## config.mk

```make
export PLATFORM = sky130hd
export DESIGN_NAME = fetch_queue
export DESIGN_NICKNAME = d
export VERILOG_FILES = /design/src/rtl/fetch_queue_pkg.sv /design/src/rtl/fetch_queue_sync_fifo.sv /design/src/rtl/fetch_queue.sv
export SDC_FILE = /design/constraint.sdc
export NUM_CORES = 1
export LEC_CHECK = 0
export ABC_AREA = 1
export CORE_ASPECT_RATIO = 0.75
export CORE_MARGIN = 8
export CORE_UTILIZATION = 58
export CTS_CLUSTER_DIAMETER = 40
export DETAILED_ROUTE_END_ITERATION = 10
export PLACE_DENSITY = 0.8
export SLEW_MARGIN = 30
export SYNTH_ARGS = -nofsm -noshare
export SYNTH_HDL_FRONTEND = slang
export SYNTH_SLANG_ARGS = --single-unit
export TNS_END_PERCENT = 20
```

## constraint.sdc

```tcl
create_clock -name clk -period 6.95 [get_ports clk]
set_input_delay 1.39 -clock clk [delete_from_list [all_inputs] [get_ports clk]]
set_output_delay 1.39 -clock clk [all_outputs]
set_load 0.02 [all_outputs]
```

## src/rtl/fetch_queue_pkg.sv

```systemverilog
// Shared definitions for the instruction fetch front-end.
//   FQ_DEPTH / FQ_XLEN / FQ_INSTR_W : default geometry of fetch_queue
//   FQ_NOP                          : canonical RISC-V NOP (addi x0,x0,0)
//   FQ_PC_INC                       : sequential fetch stride in bytes
//   fq_state_e                      : fetch FSM states
package fetch_queue_pkg;

  localparam int unsigned FQ_DEPTH   = 4;
  localparam int unsigned FQ_XLEN    = 64;
  localparam int unsigned FQ_INSTR_W = 32;

  localparam logic [31:0] FQ_NOP    = 32'h0000_0013;
  localparam int unsigned FQ_PC_INC = 4;

  // FETCH: every response belongs to a live request.
  // DRAIN: responses for requests issued before a redirect are still due.
  typedef enum logic {
    FQ_FETCH = 1'b0,
    FQ_DRAIN = 1'b1
  } fq_state_e;

endpackage

```

## src/rtl/fetch_queue_sync_fifo.sv

```systemverilog
// Synchronous circular-buffer FIFO with push/pop/clear.
//   clk_i, rst_i  : clock, synchronous active-high reset
//   clear_i       : empties the FIFO (same effect as reset on pointers/count)
//   push_i/wdata_i: write request; ignored when full unless popping too
//   pop_i/rdata_o : read request; rdata_o always shows the head entry
//   count_o       : current occupancy (0..DEPTH)
//   full_o/empty_o: occupancy flags
// DEPTH must be a power of two >= 2 so the pointers wrap naturally.
module sync_fifo #(
  parameter int unsigned WIDTH = 8,
  parameter int unsigned DEPTH = 4
) (
  input  logic                   clk_i,
  input  logic                   rst_i,
  input  logic                   clear_i,
  input  logic                   push_i,
  input  logic [WIDTH-1:0]       wdata_i,
  input  logic                   pop_i,
  output logic [WIDTH-1:0]       rdata_o,
  output logic [$clog2(DEPTH):0] count_o,
  output logic                   full_o,
  output logic                   empty_o
);

  localparam int unsigned AW = $clog2(DEPTH);

  logic [WIDTH-1:0] mem_q [DEPTH];
  logic [AW-1:0]    wptr_q, wptr_d;
  logic [AW-1:0]    rptr_q, rptr_d;
  logic [AW:0]      count_q, count_d;
  logic             do_push, do_pop;

  assign full_o  = (count_q == (AW+1)'(DEPTH));
  assign empty_o = (count_q == '0);
  assign do_pop  = pop_i & ~empty_o;
  assign do_push = push_i & (~full_o | do_pop);
  assign rdata_o = mem_q[rptr_q];
  assign count_o = count_q;

  always_comb begin
    wptr_d  = wptr_q;
    rptr_d  = rptr_q;
    count_d = count_q;
    if (clear_i) begin
      wptr_d  = '0;
      rptr_d  = '0;
      count_d = '0;
    end else begin
      if (do_push) wptr_d = wptr_q + AW'(1);
      if (do_pop)  rptr_d = rptr_q + AW'(1);
      count_d = count_q + (AW+1)'(do_push) - (AW+1)'(do_pop);
    end
  end

  always_ff @(posedge clk_i) begin
    if (rst_i) begin
      wptr_q  <= '0;
      rptr_q  <= '0;
      count_q <= '0;
    end else begin
      wptr_q  <= wptr_d;
      rptr_q  <= rptr_d;
      count_q <= count_d;
    end
  end

  always_ff @(posedge clk_i) begin
    if (!rst_i && !clear_i && do_push) mem_q[wptr_q] <= wdata_i;
  end

endmodule

```

## src/rtl/fetch_queue.sv

```systemverilog
// Instruction fetch front-end feeding the IF/ID pipeline register.
//   clk, reset                      : clock, synchronous active-high reset
//   redirect_valid, redirect_pc     : branch/flush; highest priority after reset
//   imem_req_valid/addr/ready       : in-order fetch requests to instruction memory
//   imem_resp_valid/instr           : in-order responses, at most one per cycle
//   out_valid/pc/instr, out_ready   : {pc, instr} stream toward decode
// Request credits cover queued plus in-flight instructions so a response
// always finds room in the queue.
module fetch_queue
  import fetch_queue_pkg::*;
#(
  parameter int unsigned      DEPTH    = FQ_DEPTH,
  parameter int unsigned      XLEN     = FQ_XLEN,
  parameter int unsigned      INSTR_W  = FQ_INSTR_W,
  parameter logic [XLEN-1:0]  RESET_PC = '0
) (
  input  logic               clk,
  input  logic               reset,
  input  logic               redirect_valid,
  input  logic [XLEN-1:0]    redirect_pc,
  output logic               imem_req_valid,
  output logic [XLEN-1:0]    imem_req_addr,
  input  logic               imem_req_ready,
  input  logic               imem_resp_valid,
  input  logic [INSTR_W-1:0] imem_resp_instr,
  output logic               out_valid,
  output logic [XLEN-1:0]    out_pc,
  output logic [INSTR_W-1:0] out_instr,
  input  logic               out_ready
);

  localparam int unsigned CW = $clog2(DEPTH) + 1;
  localparam logic [XLEN-1:0] PC_ALIGN_MASK = {{(XLEN-2){1'b1}}, 2'b00};

  fq_state_e         state_q, state_d;
  logic [XLEN-1:0]   fetch_pc_q, fetch_pc_d;
  logic [CW-1:0]     outstanding_q, outstanding_d;
  logic [CW-1:0]     drop_cnt_q, drop_cnt_d;
  logic [CW-1:0]     drop_new;

  logic              credit_ok, req_fire, resp_live, resp_keep, resp_drop, pop;

  logic [CW-1:0]     q_count, tag_count;
  logic              q_full, q_empty, tag_full, tag_empty;
  logic [XLEN-1:0]   tag_pc;
  logic [XLEN+INSTR_W-1:0] q_rdata;

  assign credit_ok      = ({1'b0, q_count} + {1'b0, outstanding_q}) < (CW+1)'(DEPTH);
  assign imem_req_valid = ~reset & ~redirect_valid & credit_ok;
  assign imem_req_addr  = fetch_pc_q;
  assign req_fire       = imem_req_valid & imem_req_ready;

  // A response in a redirect cycle is stale by definition and never enqueued.
  assign resp_live = imem_resp_valid & ~redirect_valid & ~reset;
  assign resp_keep = resp_live & (state_q == FQ_FETCH);
  assign resp_drop = resp_live & (state_q == FQ_DRAIN);

  assign out_valid = ~q_empty & ~redirect_valid;
  assign pop       = out_valid & out_ready;
  assign {out_pc, out_instr} = out_valid ? q_rdata : '0;

  // Requests still owed to us after a redirect, minus the one landing now.
  assign drop_new = outstanding_q - CW'(imem_resp_valid);

  sync_fifo #(
    .WIDTH (XLEN),
    .DEPTH (DEPTH)
  ) u_tag_fifo (
    .clk_i   (clk),
    .rst_i   (reset),
    .clear_i (redirect_valid),
    .push_i  (req_fire),
    .wdata_i (fetch_pc_q),
    .pop_i   (resp_keep),
    .rdata_o (tag_pc),
    .count_o (tag_count),
    .full_o  (tag_full),
    .empty_o (tag_empty)
  );

  sync_fifo #(
    .WIDTH (XLEN + INSTR_W),
    .DEPTH (DEPTH)
  ) u_instr_queue (
    .clk_i   (clk),
    .rst_i   (reset),
    .clear_i (redirect_valid),
    .push_i  (resp_keep),
    .wdata_i ({tag_pc, imem_resp_instr}),
    .pop_i   (pop),
    .rdata_o (q_rdata),
    .count_o (q_count),
    .full_o  (q_full),
    .empty_o (q_empty)
  );

  always_comb begin
    state_d       = state_q;
    fetch_pc_d    = fetch_pc_q;
    outstanding_d = outstanding_q + CW'(req_fire) - CW'(imem_resp_valid);
    drop_cnt_d    = drop_cnt_q;
    if (redirect_valid) begin
      fetch_pc_d    = redirect_pc & PC_ALIGN_MASK;
      outstanding_d = drop_new;
      drop_cnt_d    = drop_new;
      state_d       = (drop_new != '0) ? FQ_DRAIN : FQ_FETCH;
    end else begin
      if (req_fire) fetch_pc_d = fetch_pc_q + XLEN'(FQ_PC_INC);
      if (resp_drop) begin
        drop_cnt_d = drop_cnt_q - CW'(1);
        if (drop_cnt_q == CW'(1)) state_d = FQ_FETCH;
      end
    end
  end

  always_ff @(posedge clk) begin
    if (reset) begin
      state_q       <= FQ_FETCH;
      fetch_pc_q    <= RESET_PC;
      outstanding_q <= '0;
      drop_cnt_q    <= '0;
    end else begin
      state_q       <= state_d;
      fetch_pc_q    <= fetch_pc_d;
      outstanding_q <= outstanding_d;
      drop_cnt_q    <= drop_cnt_d;
    end
  end

  // Credit accounting guarantees these never fire with a well-behaved memory.
  always_ff @(posedge clk) begin
    if (!reset) begin
      assert (!(resp_keep && q_full));
      assert (!(resp_keep && tag_empty));
      assert (!(req_fire && tag_full));
      assert (tag_count <= outstanding_q);
    end
  end

endmodule

```

### Word-level counts from Yosys, hierarchy flattened

Memory sizes are Yosys's and may differ from the RTL's. A register that Yosys moved wholly into a read port is not among the register bits.
Cells that the tools add are included.

* flip-flop bits (word level): 85
* bits in latches: 0
* bits in writable memories: 640
* ROM bits: 0
* bits of input ports: 102
* output and inout port bits: 162
* word-level logic and storage cells: 84
* memories kept: 2

Memories
* u_instr_queue.mem_q: depth 4, width 96, read ports 1, clocked after Yosys merged registers in 1, wr ports 1, RTL line fetch_queue_sync_fifo.sv:27 `logic [WIDTH-1:0] mem_q [DEPTH];`
* u_tag_fifo.mem_q: depth 4, width 64, read ports 1, clocked after Yosys merged registers in 1, wr ports 1, RTL line fetch_queue_sync_fifo.sv:27

* add/subtract/negate cells: 14
* $mul: 0
* divide/modulo/power cells: 0
* magnitude comparators: 1
* equality and inequality tests: 3
* shift operators: 0
* muxes and demuxes: 18
* bitwise logic cells: 22
* reduce and logical (&&, ||, !) cells: 13

Operators by type and width (count)
* 64-bit 2-to-1 mux: 2
* 96-bit 2-to-1 mux: 1
* 64-bit by 3-bit adder with 64-bit output, second input constant: 1
* 1-bit bitwise AND: 13
* 3-bit by 1-bit subtractor with 3-bit output: 4
* 3-bit by 1-bit adder with 3-bit output: 3
* 3-bit 2-to-1 mux: 3
* 2-bit by 1-bit adder with 2-bit output, second input constant: 4
* 1-bit 2-to-1 mux: 8
* 2-bit 2-to-1 mux: 4
* 1-bit NOT: 7
* 3-bit equality test, second input constant: 2
* 3-bit zero test: 2
* 2-bit nonzero test: 3
* 3-bit by 3-bit adder with 4-bit output: 1
* 4-bit by 3-bit less-than comparator with 1-bit output, second input constant: 1
* 3-bit by 1-bit equality test with 1-bit output, second input constant: 1
* 1-bit logical AND: 3
* 3-bit nonzero test: 1
* 3-bit by 1-bit subtractor with 3-bit output, second input constant: 1
* 1-bit zero test: 2
* 1-bit OR: 2
* 2-bit AND reduction: 1
* 2-bit OR reduction: 1

### Depth between registers and ports, before layout

Gate-level depths: netlist (run 1).

* depth in word-level cells: 10
* gate-level depth with buffers: 13
* depth with buffers taken out: 13

### Hierarchy

From an unflattened synthesis (run 1), not the netlist that was laid out.

* cells, all modules: 2786
* area, all modules: 30638.1 µm²

By module, submodules not included
* sync_fifo at u_instr_queue: instances 1, cells an instance 1000, area each 14772.9 µm², sequential area each 11711.2 µm²
* sync_fifo at u_tag_fifo: instances 1, cells an instance 691, area each 9998.3 µm², sequential area each 7867.5 µm²
* fetch_queue: instances 1, cells an instance 1095, area each 5866.9 µm², sequential area each 1381.3 µm²

### Least setup slack after synthesis (run 1)

Ideal clock, no wire load.

* kind: in2reg
* start: input redirect_valid
* end: memory u_instr_queue.mem_q[0][0] in the netlist's numbering (enable)
* setup time: 0.548 ns
* data arrival time: 6.315 ns
* data required time: 6.402 ns
* slack: 0.087 ns
* stages on the path: 6
* path buffers: 1
* cell sequence: buf_4 a21oi_1 nand2_1 nand3_1 nand2_1 nor2_1

* longest elaborated chain between the ends: 9
* elaborated cells between the ends (all ways): 14
* those cells by class: mux: 2; bitwise: 9; reduce/logical: 3

RTL lines
* start, declared: RTL line fetch_queue.sv:19 `input logic redirect_valid,`
* 1-bit NOT: RTL line fetch_queue.sv:58 `assign out_valid = ~q_empty & ~redirect_valid;`
* 1-bit bitwise AND: RTL line fetch_queue.sv:58
* named net out_valid: RTL line fetch_queue.sv:26 `output logic out_valid,`
* 1-bit bitwise AND: RTL line fetch_queue.sv:59 `assign pop = out_valid & out_ready;`
* 1-bit bitwise AND: RTL line fetch_queue_sync_fifo.sv:35 `assign do_pop = pop_i & ~empty_o;`
* 1-bit OR: RTL line fetch_queue_sync_fifo.sv:36 `assign do_push = push_i & (~full_o | do_pop);`
* 1-bit bitwise AND: RTL line fetch_queue_sync_fifo.sv:36
* 1-bit logical AND: RTL line fetch_queue_sync_fifo.sv:68 `if (!rst_i && !clear_i && do_push) mem_q[wptr_q] <= wdata_i;`
* 1-bit 2-to-1 mux: RTL line fetch_queue_sync_fifo.sv:68
* 1-bit 2-to-1 mux (not written as such): RTL line fetch_queue_sync_fifo.sv:68
* end, declared: RTL line fetch_queue_sync_fifo.sv:27

The timed path passes the listed nets, and every way through them passes these cells.

==> results.json, run 1 <==
{
  "outcome": "complete, no violations",
  "rr_worst_depth": 7,
  "fin_crit_ns": 5.28,
  "slowest_delay_ns": 0.69,
  "die_w_um": 277,
  "min_path_type": "flop to flop",
  "cts_setup_buffers": 0,
  "end_kind": "output pin",
  "num_rows": 71,
  "syn_avg_cell_area_um2": 10.9,
  "ys_seq_area_frac": 0.694,
  "synth.top_cell.area_share": 0.635,
  "maxCapViolCount": 0,
  "ios": 264,
  "grt_max_degree": 107,
  "timing.final.crit_share": 0.759,
  "nFillCells": 3332,
  "layout-drive-gt1-share": 0.0654,
  "synthTopCellsByArea": "edfxtp_1, nor2_1, o21ai_0",
  "power_density_nw_per_um2": 265,
  "final_common_cell": "nor2_1",
  "vias": 21649,
  "seqPwrFrac": 0.514,
  "max_freq_mhz": 190,
  "worstHoldPathCells": 1,
  "crit_type": "flop to output pin",
  "grt_antenna_before_repair": 1,
  "slowest_stage": "buf_4",
  "portBuffers": 257,
  "power.total_mw": 9.37,
  "start_util": 0.588,
  "final-setup-viol-count": 0,
  "cts_max_level": 3,
  "cts_resized": 0,
  "comb_power_share": 0.046,
  "synth_area_leader_cell": "edfxtp_1",
  "tightest_slew_ns": 1.00,
  "utilization": 0.703,
  "r2r_setup_slack_ns": 3.65,
  "clk_path_buf_depth": 3,
  "slew_headroom": 0.331,
  "synthArstFlopShare": 0,
  "required_ns": 5.56,
  "cp.arrival_ns": 3.89,
  "p_leak_nw": 12.0,
  "nets": 3058,
  "layout_common_cells": "nor2_1, edfxtp_1, o21ai_0, nand2_1, clkdlybuf4s50_1",
  "wl_um": 79700,
  "ys_seq_elements": 711,
  "finalSetupTns_ns": 0,
  "ir_drop_mv": 0.160,
  "area_delta_synth_final_pct": 19.5,
  "intPower_mw": 7.23,
  "skew_ns": 0.0196,
  "postCtsHoldBufs": 0,
  "synth-edff-count": 624,
  "cp_max_fo": 68,
  "hold_ws_ns": 0.520,
  "placeableCoreArea_um2": 50200,
  "syn_area_um2": 29500,
  "worstSetupStartpointType": "flop",
  "clockPowerShare": 0.440,
  "synth_cell_types": 40,
  "cts_tree": "built",
  "worstSkewPairLatency_ns": 0.62,
  "grt_setup_unrepaired": "no",
  "p_sw_mw": 2.14,
  "final_max_slew_viol_count": 0,
  "grt_pass1_wl_um": 120000,
  "gp_congestion": 0.938,
  "netlist_instances": 2706,
  "worstHoldStart": "u_instr_queue.rptr_q[1]",
  "grt.total_usage": 0.264,
  "grt_pass1_vias": 21105,
  "numCtsBuffers": 78,
  "antenna_left": 0,
  "ys_dominant_reg_cell": "edfxtp_1",
  "vias_per_cell": 5.92,
  "cts.sink_count": 711,
  "drtPass1Iterations": 6,
  "dp_hpwl_um": 49100,
  "initialDrtViolationCount": 2424,
  "wl_per_cell_um": 21.8,
  "die_h_um": 211,
  "dieArea_um2": 58500,
  "worstPathCellList": "buf_4 > buf_4 > nor2_1 > nor2_1 > o21ai_0 > a21oi_1 > clkdlybuf4s50_1",
  "drc": 0,
  "overflow": 0,
  "path_clk_slew_ns": 0.06,
  "r2r-end": "u_instr_queue.mem_q[3][88]",
  "r2r-start": "u_instr_queue.count_o[1]",
  "hold_viol": 0,
  "cts-root-buf": "clkbuf_16",
  "yosys_warnings": 0,
  "p_sw_frac": 0.229
}
==> per-layer routing <==
metal	share of wire	global-route usage	wire length, µm
met5	0	0	0
met2	0.47	0.431	37500
met1	0.39	0.355	31400
met3	0.10	0.0512	8170
met4	0.033	0.0989	2590
==> power by group through the flow <==
stage / logic [mW] / registers, mW / clock network [mW]
after detailed placement: 0.429 / 4.90 / 0
after global placement: 0.415 / 4.89 / 0
final: 0.435 / 4.81 / 4.12
after global routing: 0.471 / 4.81 / 4.33
after floorplan: 0.201 / 4.88 / 0
after CTS: 0.433 / 4.81 / 4.16
==> metrics by stage <==
stage                     setup WS [ns]  instance area (µm²)  cells
after global placement             2.26                32700   3508
after global routing               1.45                35300   3655
after CTS                          1.66                35300   3654
final                              1.67                35300   3655
after floorplan                  0.0869                29500   2709
after detailed placement           2.24                32700   3509
==> worst max-delay path, delay by kind of cell (launching register included) <==
kind	cells	cell delay (ns)
AO/OA/AOI/OAI	2	0.37
buffers and inverters	3	1.94
flip-flops	1	0.62
AND/OR/NAND/NOR	2	0.27
==> layout make-up <==
class	instances	area (µm²)	share of cell area
clock inverters	59	602	0.0170
flip-flops and latches	711	20500	0.580
diodes	1	2.50	0.0000709
inverters	163	621	0.0176
multi-input cells	1691	7890	0.223
well taps	657	822	0.0233
clock buffers	86	2000	0.0567
repair buffers	287	2870	0.0814
==> logic make-up (layout without fill, tap and decap cells) <==
group | after synthesis | after routing | synth area share
and+or+nand+nor | 1010 | 1010 | 0.135
DFF | 711 | 711 | 0.694
AOI/OAI and AO/OA | 622 | 622 | 0.109
buffers and inverters | 307 | 595 | 0.0418
xor gates and xnor gates | 31 | 31 | 0.00919
adders and majority gates | 24 | 24 | 0.0109
other | 1 | 5 | 0.000127
==> sequential cells by signal, summed over array words and instances, names as in the netlist, named ones only <==
name                   count
u_tag_fifo.rptr_q          2
u_tag_fifo.wptr_q          2
state_q                    1
imem_req_addr             62
u_instr_queue.mem_q      376
u_instr_queue.rptr_q       2
u_tag_fifo.mem_q         248
outstanding_q              3
drop_cnt_q                 3
u_tag_fifo.count_o         3
u_instr_queue.count_o      3
u_instr_queue.wptr_q       2
==> synth_stat cells, types with 2 or more instances <==
cell and count:
nand4_1 16, a21o_1 4, nand3b_1 3, clkbuf_1 104
nor2_2 4, nand2_1 270, a21oi_1 152, fa_1 3
ha_1 21, inv_2 5, nor2_1 642, a31oi_1 10
nand3_1 63, buf_1 11, dfxtp_1 87, buf_4 11
edfxtp_1 624, xnor2_1 7, buf_6 3, or2_2 2
o21ai_0 372, o22ai_1 62, inv_1 157, o21ai_1 18
xor2_1 24, nand2_2 4, buf_2 14
==> how the worst max path moves through the flow <==
stage                    from                   endpoint  slack [ns]  cells past startpoint
3_5_place_dp   redirect_valid                 out_pc[36]        2.24                      6
3_3_place_gp   redirect_valid                 out_pc[38]        2.26                      6
6_report                 flop                 out_pc[13]        1.67                      7
4_1_cts                  flop                 out_pc[16]        1.66                      5
5_1_grt                  flop                 out_pc[13]        1.45                      7
2_1_floorplan  redirect_valid  u_instr_queue.mem_q[0][0]        0.09                      6
Power figures use the tool's default switching activity.
==> run 2, diff against run 1 <==
- clock period: 6.95 -> 5.47 ns (I/O delays scaled with it)
==> run 2 against run 1 <==
Against the previous run: sequential power grew 27%; first-iteration DRC count grew 0.37%; largest power group unchanged; register-to-register slack lost 1.3 ns; critical endpoint is now out_pc[16]; flip-flop and latch count is the same; largest cell class unchanged; combinational power grew 27%; total power grew 28%; utilization grew 0.16 points; sequential share of layout area shrank 0.13 points.
==> results.json, run 2 (same netlist as run 1, synthesis figures left out) <==
{
  "outcome": "complete, no violations",
  "maxCapViolCount": 0,
  "seqPwrFrac": 0.509,
  "final_common_cell": "nor2_1",
  "grt_antenna_before_repair": 1,
  "final-setup-viol-count": 0,
  "worstSetupEndpoint": "out_pc[16]",
  "numCtsBuffers": 78,
  "nets": 3055,
  "vias": 21400,
  "path_clk_slew_ns": 0.06,
  "crit_type": "flop to output pin",
  "intPower_mw": 9.38,
  "utilization": 0.705,
  "grt_pass1_wl_um": 117000,
  "grt.total_usage": 0.257,
  "top_register": "u_instr_queue.mem_q",
  "fin_crit_ns": 4.60,
  "power_density_nw_per_um2": 339,
  "end_kind": "output pin",
  "placeableCoreArea_um2": 50200,
  "cts_max_level": 3,
  "cts_resized": 0,
  "antenna_left": 0,
  "die_w_um": 277,
  "postCtsHoldBufs": 0,
  "worstSkewPairLatency_ns": 0.61,
  "dp_hpwl_um": 47100,
  "skew_ns": 0.0190,
  "ir_drop_mv": 0.229,
  "hold_viol": 0,
  "drc": 0,
  "cts_tree": "built",
  "cp.arrival_ns": 3.50,
  "fin_cells": 3650,
  "wl_per_cell_um": 21.3,
  "gp_congestion": 0.945,
  "area_delta_synth_final_pct": 19.8,
  "placed_cell_area_um2": 32700,
  "start_util": 0.588,
  "comb_power_share": 0.046,
  "die_h_um": 211,
  "required_ns": 4.38,
  "initialDrtViolationCount": 2433,
  "drtPass1Iterations": 8,
  "wl_um": 77800,
  "p_sw_frac": 0.218,
  "dp.cells": 3504,
  "cts.sink_count": 711,
  "p_leak_nw": 12.0,
  "overflow": 0,
  "min_path_type": "flop to flop",
  "tightest_slew_ns": 0.974,
  "slew_headroom": 0.350,
  "rr_worst_depth": 7,
  "grt_setup_unrepaired": "no",
  "grt_pass1_vias": 20638,
  "r2r-start": "u_instr_queue.count_o[1]",
  "layout_common_cells": "nor2_1, edfxtp_1, o21ai_0, nand2_1, clkdlybuf4s50_1",
  "ios": 264,
  "cts-root-buf": "clkbuf_16",
  "final_max_slew_viol_count": 0,
  "largest_reg_flops": 376,
  "cp_max_fo": 114,
  "r2r-end": "u_instr_queue.mem_q[2][75]",
  "grt_max_degree": 115,
  "fin_area_um2": 35400,
  "clk_path_buf_depth": 3,
  "vias_per_cell": 5.86,
  "clockPowerShare": 0.445,
  "num_rows": 71,
  "p_sw_mw": 2.62,
  "cts_setup_buffers": 0,
  "nFillCells": 3327,
  "max_freq_mhz": 218,
  "layout-drive-gt1-share": 0.0618,
  "r2r_setup_slack_ns": 2.32,
  "timing.final.crit_share": 0.840,
  "portBuffers": 257,
  "worstSetupStartpointType": "flop",
  "dieArea_um2": 58500
}
## run 2: per-stage QoR
step	setup slack (ns)	TNS (ns)	hold WS (ns)	power, mW
CTS	0.840	0	0.493	12.1
global placement	1.09	0	0.474	6.74
finish	0.875	0	0.509	12.0
global route	0.631	0	0.536	12.3
detailed placement	1.07	0	0.469	6.76
floorplan	-1.10	-412.53	0.457	6.46
## run 2: critical path: stages (launching register included)
cell	delay [ns]
dfxtp_4	0.58
inv_4	0.65
buf_12	0.38
o21ai_0	0.17
a21oi_1	0.28
clkdlybuf4s50_1	0.67
## run 2: area by class of cell
type | instances | area (µm²) | share of cell area
well taps | 657 | 822 | 0.0232
inverters | 163 | 618 | 0.0175
clock inverters | 50 | 604 | 0.0171
repair buffers | 284 | 2900 | 0.0819
multi-input cells | 1691 | 7890 | 0.223
clock buffers | 93 | 2060 | 0.0582
flip-flops and latches | 711 | 20500 | 0.579
diodes | 1 | 2.50 | 0.0000707
## run 2: per-layer routing
metal / part of all wire / track usage / wire [µm]
met1: 0.41 / 0.359 / 32200
met2: 0.46 / 0.403 / 35700
met3: 0.096 / 0.0539 / 7460
met4: 0.032 / 0.0900 / 2450
met5: 0 / 0 / 0
## run 2: worst min-delay path by stage
stage / slack, ns / start / to / cells past startpoint
finish: 0.51 / u_instr_queue.rptr_q[1] / u_instr_queue.rptr_q[1] / 1
floorplan: 0.46 / u_instr_queue.rptr_q[1] / flop / 1
CTS: 0.49 / u_instr_queue.rptr_q[1] / u_instr_queue.rptr_q[1] / 1
global placement: 0.47 / u_instr_queue.rptr_q[1] / flop / 1
global route: 0.54 / u_instr_queue.rptr_q[1] / u_instr_queue.rptr_q[1] / 1
detailed placement: 0.47 / u_instr_queue.rptr_q[1] / flop / 1
## run 2: power by group through the flow
| stage | Clock [mW] | Sequential, mW | Combinational (mW) |
|---|---|---|---|
| global placement | 0 | 6.21 | 0.528 |
| floorplan | 0 | 6.21 | 0.255 |
| detailed placement | 0 | 6.22 | 0.542 |
| finish | 5.33 | 6.11 | 0.552 |
| global route | 5.61 | 6.12 | 0.599 |
| CTS | 5.40 | 6.11 | 0.548 |
